--- src/rtl/psram_init_pkg.sv ---
// Shared types and opcodes for the PSRAM power-up command sequencer.
package psram_init_pkg;

   typedef enum logic [2:0] {
      IDLE,
      PWRUP,
      SELECT,
      SHIFT,
      TAIL,
      GAP,
      DONE
   } state_t;

   localparam logic [7:0] CMD_RSTEN    = 8'h66;
   localparam logic [7:0] CMD_RST      = 8'h99;
   localparam logic [7:0] CMD_QPI_EN   = 8'h35;
   localparam logic [7:0] CMD_QPI_EXIT = 8'hF5;

   function automatic int max_of(input int a, input int b);
      return (a > b) ? a : b;
   endfunction

endpackage

--- src/rtl/psram_sck_gen.sv ---
// SCK divider: toggles every CLK_DIV clk cycles while enabled, parks low otherwise.
// rise/fall flag the cycle whose closing edge moves sck high/low.
module psram_sck_gen #(
   parameter int CLK_DIV = 1
) (
   input  logic clk,
   input  logic rst_n,
   input  logic en,
   output logic sck,
   output logic rise,
   output logic fall
);

   localparam int DW = (CLK_DIV > 1) ? $clog2(CLK_DIV) : 1;
   localparam logic [DW-1:0] DIV_LD = DW'(CLK_DIV - 1);

   logic [DW-1:0] cnt;
   logic          tick;

   assign tick = en && (cnt == '0);
   assign rise = tick && !sck;
   assign fall = tick && sck;

   always_ff @(posedge clk or negedge rst_n) begin
      if (!rst_n) begin
         cnt <= DIV_LD;
         sck <= 1'b0;
      end else if (!en) begin
         cnt <= DIV_LD;
         sck <= 1'b0;
      end else if (tick) begin
         cnt <= DIV_LD;
         sck <= ~sck;
      end else begin
         cnt <= cnt - 1'b1;
      end
   end

endmodule

--- src/rtl/psram_init_seq.sv ---
// PSRAM power-up sequencer: waits, then issues CMD_LIST as SPI or QPI opcodes.
// state  | meaning
// IDLE   | waiting for start
// PWRUP  | power-up wait
// SELECT | fetch opcode idx, ce_n still high
// SHIFT  | ce_n low, sck toggling out data units
// TAIL   | ce_n low, sck parked, CLK_DIV cycles
// GAP    | ce_n high between commands
// DONE   | sequence complete, pins free for controller
module psram_init_seq
   import psram_init_pkg::*;
#(
   parameter int                    NUM_CMDS     = 3,
   parameter logic [8*NUM_CMDS-1:0] CMD_LIST     = {CMD_QPI_EN, CMD_RST, CMD_RSTEN},
   parameter logic [NUM_CMDS-1:0]   QPI_MASK     = '0,
   parameter int                    CLK_DIV      = 1,
   parameter int                    CE_GAP       = 4,
   parameter int                    PWRUP_CYCLES = 16
) (
   input  logic       clk,
   input  logic       rst_n,
   input  logic       start,
   output logic       busy,
   output logic       done,
   output logic       sck,
   output logic       ce_n,
   output logic [3:0] dout,
   output logic       douten
);

   localparam int CW = $clog2(max_of(max_of(PWRUP_CYCLES, CE_GAP),
                                     max_of(CLK_DIV, NUM_CMDS)) + 1);
   localparam logic [63:0]   CMD_PAD      = 64'(CMD_LIST);
   localparam logic [7:0]    QPI_PAD      = 8'(QPI_MASK);
   localparam logic [CW-1:0] PWRUP_LD     = CW'(PWRUP_CYCLES - 1);
   localparam logic [CW-1:0] TAIL_LD      = CW'(CLK_DIV - 1);
   localparam logic [CW-1:0] GAP_LD       = CW'(CE_GAP - 1);
   // The SELECT cycle also has ce_n high, so mid-sequence gaps count one less.
   localparam logic [CW-1:0] GAP_SHORT_LD = CW'(CE_GAP - 2);

   state_t        state, state_nxt;
   logic [CW-1:0] tmr;
   logic [CW-1:0] idx;
   logic [3:0]    units;
   logic [7:0]    shreg;
   logic          qpi_cur;
   logic [7:0]    sel_op;
   logic          sel_qpi;
   logic          last;
   logic          sck_rise, sck_fall;

   psram_sck_gen #(.CLK_DIV(CLK_DIV)) u_sck_gen (
      .clk  (clk),
      .rst_n(rst_n),
      .en   (state == SHIFT),
      .sck  (sck),
      .rise (sck_rise),
      .fall (sck_fall)
   );

   always_comb begin
      sel_op  = '0;
      sel_qpi = 1'b0;
      for (int i = 0; i < 8; i++) begin
         if (int'(idx) == i) begin
            sel_op  = CMD_PAD[8*i +: 8];
            sel_qpi = QPI_PAD[i];
         end
      end
   end

   assign last = (int'(idx) == NUM_CMDS - 1);

   always_comb begin
      state_nxt = state;
      case (state)
         IDLE, DONE: if (start) state_nxt = (PWRUP_CYCLES == 0) ? SELECT : PWRUP;
         PWRUP:      if (tmr == '0) state_nxt = SELECT;
         SELECT:     state_nxt = SHIFT;
         SHIFT:      if (sck_fall && units == '0) state_nxt = TAIL;
         TAIL:       if (tmr == '0) state_nxt = (!last && CE_GAP == 1) ? SELECT : GAP;
         GAP:        if (tmr == '0) state_nxt = last ? DONE : SELECT;
         default:    state_nxt = IDLE;
      endcase
   end

   always_ff @(posedge clk or negedge rst_n) begin
      if (!rst_n) begin
         state   <= IDLE;
         tmr     <= '0;
         idx     <= '0;
         units   <= '0;
         shreg   <= '0;
         qpi_cur <= 1'b0;
         dout    <= '0;
      end else begin
         state <= state_nxt;
         case (state)
            IDLE, DONE: begin
               if (start) begin
                  idx <= '0;
                  tmr <= PWRUP_LD;
               end
            end
            PWRUP: if (tmr != '0) tmr <= tmr - 1'b1;
            SELECT: begin
               qpi_cur <= sel_qpi;
               units   <= sel_qpi ? 4'd2 : 4'd8;
               if (sel_qpi) begin
                  dout  <= sel_op[7:4];
                  shreg <= {sel_op[3:0], 4'h0};
               end else begin
                  dout  <= {3'b000, sel_op[7]};
                  shreg <= {sel_op[6:0], 1'b0};
               end
            end
            SHIFT: begin
               if (sck_rise) units <= units - 1'b1;
               if (sck_fall) begin
                  if (units == '0) begin
                     tmr <= TAIL_LD;
                  end else if (qpi_cur) begin
                     dout  <= shreg[7:4];
                     shreg <= {shreg[3:0], 4'h0};
                  end else begin
                     dout  <= {3'b000, shreg[7]};
                     shreg <= {shreg[6:0], 1'b0};
                  end
               end
            end
            TAIL: begin
               if (tmr == '0) begin
                  dout <= '0;
                  if (last)             tmr <= GAP_LD;
                  else if (CE_GAP == 1) idx <= idx + 1'b1;
                  else                  tmr <= GAP_SHORT_LD;
               end else begin
                  tmr <= tmr - 1'b1;
               end
            end
            GAP: begin
               if (tmr == '0) begin
                  if (!last) idx <= idx + 1'b1;
               end else begin
                  tmr <= tmr - 1'b1;
               end
            end
            default: ;
         endcase
      end
   end

   assign ce_n   = !(state == SHIFT || state == TAIL);
   assign douten = ~ce_n;
   assign busy   = (state != IDLE) && (state != DONE);
   assign done   = (state == DONE);

endmodule
--- config.mk ---
export PLATFORM = sky130hd
export DESIGN_NAME = psram_init_seq
export DESIGN_NICKNAME = d
export VERILOG_FILES = /design/src/rtl/psram_init_pkg.sv /design/src/rtl/psram_sck_gen.sv /design/src/rtl/psram_init_seq.sv
export SDC_FILE = /design/constraint.sdc
export NUM_CORES = 1
export LEC_CHECK = 0
export ABC_AREA = 1
export CORE_ASPECT_RATIO = 0.6
export CORE_UTILIZATION = 45
export CTS_CLUSTER_DIAMETER = 100
export DETAILED_ROUTE_END_ITERATION = 10
export GPL_ROUTABILITY_DRIVEN = 0
export HOLD_SLACK_MARGIN = 0.08
export RECOVER_POWER = 100
export SYNTH_ARGS = -nofsm -noshare
export SYNTH_HDL_FRONTEND = slang
export SYNTH_SLANG_ARGS = --single-unit
--- constraint.sdc ---
create_clock -name clk -period 1.8 [get_ports clk]
set_input_delay 0.45 -clock clk [delete_from_list [all_inputs] [get_ports clk]]
set_output_delay 0.45 -clock clk [all_outputs]
set_load 0.02 [all_outputs]
==> reports/metrics.csv, run 1 <==
metric,value,unit
outcome,"complete, but fails checks",
failing checks,design-rule violations,
Clock Path Buffers,2,
TritonCTS Buffers,3,
H-tree levels,1,
initial core utilization,48.3,%
initial antenna violation count,0,
"Data arrival, critical path",1.29,ns
P_leak,1.13,nW
Area Growth Syn to Fin,15.0,%
total power draw,0.00355,W
IO buf count,8,
antenna cells,0,
ranking of synthesized cells by area,"dfrtp_1, nand2_1, nand3_1",
relative slew slack,51.3,%
final hold vios,0,
routed length per instance,11.6,um
Site Rows,17,
count of different cell masters after synthesis,28,
fraction of layout cells with a size suffix above 1,14.6,%
Final Non-Filler Cells,341,
DRC,3,
hold endpoint,units[3],
num ports,12,
grt total ovfl,0,
r2r setup slk,0.13,ns
CP cell instances,clkdlybuf4s50_1,
Clock Power Share,10.4,%
Peak VDD IR,0.000696,V
reg-to-reg endpoint,tmr[1],
fmax,576,MHz
Synth warnings,0,
switch share,49.6,%
Total Nets Final,306,
Flop pwr share,27.3,%
Die ar.,4340,um^2
Via Count,1616,
part of the power in combinational logic,62.3,%
share of the synthesized area in the top cell type,36.9,%
Psw,0.00176,W
"Req. time, crit path",1.35,ns
CP Launch Type,register,
root buf cell,clkbuf_8,
unrepaired setup endpoints after global routing,no,
CP top delay family,buffers and inverters,
first-pass GRT wire length,6620,um
post-synthesis sequential area ratio,36.9,%
largest net degree at the start of global routing,28,
most area-hungry cell type in the Yosys netlist,dfrtp_1,
TritonCTS clock tree,done,
hold-fix buffer count after cts,0,
CP peak stage delay,0.61,ns
antenna-violating nets left,0,
R2R Path Start,state[0],
clock sinks,27,
Final setup viols,0,
Slowest cell on crit path,clkdlybuf4s50_1,
Post-Place Cells,336,
wire length after detailed routing,3940,um
number of cells on the worst reg-to-reg path,10,
CP Launch Point,u_sck_gen.sck,
Max-cap violations,0,
DP Wirelength,2970,um
HP Class,register to register,
worst hold start,units[3],
filler instances,376,
drt pass-1 iters,7,
crit-path max FO,3,
crit path capture type,output port,
Pwr Density,1690,nW/um^2
Die W,84.3,um
initial DRC count,58,
Post-Synthesis Cells,266,
"Clk pin slew, worst setup/hold paths",0.11,ns
clock skew,0.0123,ns
Final period util,96.4,%
synthesized area per cell,6.88,um^2
vias in the first global route,1402,
worst skew pair latency,0.29,ns
Buf/Inv on CP,1,
Int Pwr,0.00179,W
Syn Std Cell Area,1830,um^2
core area,3790,um^2
WHS Path Cells,2,
vias per inst,4.74,
fin util,55.6,%
class of the most critical setup path,register to output port,
Die H,51.4,um
Worst-Margin Slew,0.731,ns
GRT Total Usage,19.5,%
#FFs+latches synth,27,
Period minus WS final,1.74,ns
Slew Limit Fails,0,
[sequential cells by signal, summed over array words and instances (netlist names)]
signal         flops
shreg              7
idx                5
tmr                5
units              4
state              3
dout               1
u_sck_gen.cnt      1
u_sck_gen.sck      1
[cell usage after synthesis, drive strengths merged]
cell type,count
dfrtp,27
nor3,1
nand4,2
conb,1
a21oi,5
nor2,41
ha,8
o211ai,1
buf,6
o21ai,13
a21o,1
xor2,4
xnor2,1
inv,37
nand3,30
o22ai,1
o21a,1
nand2,86
[power groups by stage]
stage	Clock (W)	Combinational [W]	Sequential [W]
2_1_floorplan	0	0.00157	0.000949
5_1_grt	0.000402	0.00250	0.000992
3_5_place_dp	0	0.00221	0.000974
6_report	0.000369	0.00221	0.000968
3_3_place_gp	0	0.00223	0.000974
4_1_cts	0.000384	0.00220	0.000967
[kinds of logic (layout without fill, tap and decap cells)]
group | count (synthesis) | count (layout) | share of synthesized area (%)
xor+xnor | 5 | 5 | 2.39
buf+inv | 43 | 68 | 10.1
other cells | 1 | 4 | 0.205
compound gates | 22 | 22 | 6.70
fa+ha+maj | 8 | 8 | 5.47
simple gates | 160 | 160 | 38.2
flops | 27 | 27 | 36.9
[cell usage in the layout (no fill, tap or decap), drive strengths merged, types with 2 or more instances in the layout]
master	n
inv	37
nand3	30
buf	19
nand4	2
conb	4
o21ai	13
dfrtp	27
clkdlybuf4s50	3
clkbuf	7
ha	8
nand2	86
nor2	41
a21oi	5
xor2	4
[how the worst max path moves through the flow]
stage	slack, ns	end	depth (start not counted)
2_1_floorplan	0.28	douten	5
3_3_place_gp	0.01	busy	4
3_5_place_dp	-0.01	douten	5
4_1_cts	0.006	douten	5
5_1_grt	0.004	tmr[1]	10
6_report	0.06	sck	1
[per-stage QoR]
step           setup TNS [ns]  setup WS, ns  hold slack (ns)  cell area, um^2
2_1_floorplan               0         0.284            0.154             1840
3_3_place_gp                0        0.0140            0.464             2070
3_5_place_dp         -0.00952      -0.00952            0.468             2070
4_1_cts                     0       0.00565            0.495             2120
5_1_grt                     0       0.00370            0.520             2110
6_report                    0        0.0646            0.493             2110
[per-layer routing]
layer / up-vias / wire [um] / GRT usage, %
li1: 880 / - / -
met1: 700 / 2340 / 31.8
met2: 34 / 1410 / 26.2
met3: 2 / 185 / 4.36
met4: 0 / 4 / 1.69
met5: - / 0 / 0
[repair_timing]
action / 4_1_cts / 5_1_grt
resized for setup: 10 / 7
buffers inserted: 0 / 1
endpoints found under the setup margin: 4 / 7
hold endpoints to repair: 0 / 0
cloned: 0 / 0
[cell type report]
cell class	count	area, um^2	share of cell area [%]
repair buffers	27	198	9.39
inverters	37	139	6.60
clock buffers	3	41.3	1.96
multi-input cells	199	986	46.8
clock inverters	1	7.51	0.357
well taps	47	58.8	2.79
flip-flops and latches	27	676	32.1
Power figures use the tool's default switching activity.
==> run 2, diff against run 1 <==
--- a/config.mk
+++ b/config.mk
@@ -9,6 +9,7 @@
 export CORE_ASPECT_RATIO = 0.6
 export CORE_UTILIZATION = 45
 export CTS_CLUSTER_DIAMETER = 100
+export CTS_CLUSTER_SIZE = 40
 export DETAILED_ROUTE_END_ITERATION = 10
 export GPL_ROUTABILITY_DRIVEN = 0
 export HOLD_SLACK_MARGIN = 0.08
==> constraint.sdc (replaced) <==
create_clock -name clk -period 1.8 [get_ports clk]
set_input_delay 0.36 -clock clk [delete_from_list [all_inputs] [get_ports clk]]
set_output_delay 0.36 -clock clk [all_outputs]
set_load 0.1 [all_outputs]
==> reports/metrics.csv, run 2 (same netlist as run 1, synthesis figures left out) <==
metric,value,unit
drt pass-1 iters,7,
DRC,4,
relative slew slack,54.3,%
first-pass GRT wire length,6670,um
TritonCTS Buffers,3,
post-place instance area,2040,um^2
IO buf count,8,
CP peak stage delay,0.46,ns
antenna cells,0,
"Most flops, register",shreg,
Die ar.,4340,um^2
"commonest non-fill, non-tap cell in the layout",nand2_1,
vias per inst,4.90,
part of the power in combinational logic,64.5,%
"Clk pin slew, worst setup/hold paths",0.10,ns
fmax,576,MHz
outcome,"complete, but fails checks",
root buf cell,clkbuf_8,
CP Launch Point,state[0],
crit path capture type,output port,
vias in the first global route,1388,
max reg flops,7,
Psw,0.00208,W
unrepaired setup endpoints after global routing,no,
H-tree levels,1,
TritonCTS clock tree,done,
FF/Latch Area,681,um^2
antenna-violating nets left,0,
filler instances,381,
initial core utilization,48.3,%
Die W,84.3,um
"commonest cells after routing, fill and taps aside","nand2_1, nor2_1, inv_1",
P_leak,1.10,nW
multi-input gate area in the final layout,998,um^2
Slowest cell on crit path,dfrtp_2,
fraction of layout cells with a size suffix above 1,14.8,%
number of cells on the worst reg-to-reg path,11,
num ports,12,
CP Launch Type,register,
Area Growth Syn to Fin,13.7,%
final hold vios,0,
crit path to,douten,
clock skew,0.00757,ns
worst skew pair latency,0.28,ns
Max-cap violations,0,
Via Count,1618,
CP cell instances,inv_2 > nand2_1 > nor2_4 > nor2_4 > inv_1 > buf_12,
Worst-Margin Slew,0.686,ns
DP Wirelength,2920,um
clock sinks,27,
Flop pwr share,26.0,%
routed length per instance,11.7,um
most used cell along the critical path,nor2_4,
Pwr Density,1850,nW/um^2
failing checks,design-rule violations,
Slew Limit Fails,0,
Site Rows,17,
largest net degree at the start of global routing,28,
crit-path max FO,5,
initial DRC count,74,
Peak VDD IR,0.000669,V
final instance area,2080,um^2
grt total ovfl,0,
Total Nets Final,295,
Clock Path Buffers,2,
"Data arrival, critical path",1.37,ns
core area,3790,um^2
Period minus WS final,1.73,ns
reg-to-reg endpoint,state[2],
class of the most critical setup path,register to output port,
Setup TNS,0,ns
biggest registers after layout,"shreg (7), idx (5), tmr (5)",
R2R Path Start,tmr[0],
Die H,51.4,um
Final period util,96.4,%
r2r setup slk,0.17,ns
"Req. time, crit path",1.44,ns
switch share,54.0,%
initial antenna violation count,0,
wire length after detailed routing,3860,um
GRT Total Usage,20.2,%
Clock Power Share,9.5,%
Int Pwr,0.00177,W
HP Class,register to register,
hold-fix buffer count after cts,0,
Final setup viols,0,
==> run 2: changes by cell type in the layout (fill, tap and decap cells not counted), sizes merged <==
cell,before,now
clkdlybuf4s50,3,1
buf,19,10
==> run 2: layer usage <==
layer  global-route usage, %  share of wire, %  routed length, um
met1                    31.6                56               2170
met2                    27.2                37               1450
met3                    4.85               6.4                248
met4                    5.37                 0                  0
met5                       0                 0                  0
==> run 2: power groups by stage <==
stage               clock, W  combinational, W  sequential, W
floorplan                  0           0.00185        0.00101
global placement           0           0.00249        0.00101
detailed placement         0           0.00247        0.00101
CTS                 0.000386           0.00251        0.00101
global route        0.000413           0.00277        0.00103
finish              0.000365           0.00249        0.00100
==> run 2: how the worst min path moves through the flow <==
stage | slack (ns) | endpoint | from | depth (start not counted)
CTS | 0.45 | shreg[5] | rst_n | 2
global placement | 0.47 | shreg[4] | shreg[4] | 2
detailed placement | 0.47 | shreg[4] | shreg[4] | 2
finish | 0.49 | shreg[4] | shreg[4] | 2
floorplan | 0.06 | dout[0] | rst_n | 0
global route | 0.54 | units[3] | units[3] | 2
==> run 2: stage by stage <==
stage                     cells  utilization [%]  power (W)  setup slack (ns)  hold WS [ns]
final                       330             55.0    0.00385            0.0653         0.493
after global routing        330             55.0    0.00421           0.00101         0.538
after floorplan             269                -    0.00286            -0.386        0.0644
after CTS                   328             55.6    0.00390            0.0380         0.450
after global placement      322             53.8    0.00351            0.0947         0.467
after detailed placement    322             53.8    0.00348             0.120         0.470
==> run 2: critical path, delay by kind of cell (launching register included) <==
family,cells,cell delay (ns)
DFF,1,0.46
buffers and inverters,3,0.37
and+or+nand+nor,3,0.26
==> run 2: timing repair <==
action,4_1_cts,5_1_grt
setup buffers,2,2
resized for setup,3,4
endpoints found under the setup margin,1,9
pin swaps,1,1
==> run 2: final cells by class <==
type	instances	share of cell area (%)
multi-input cells	199	48.0
flip-flops and latches	27	32.7
repair buffers	16	7.34
inverters	37	6.79
well taps	47	2.83
clock buffers	3	1.98
clock inverters	1	0.361
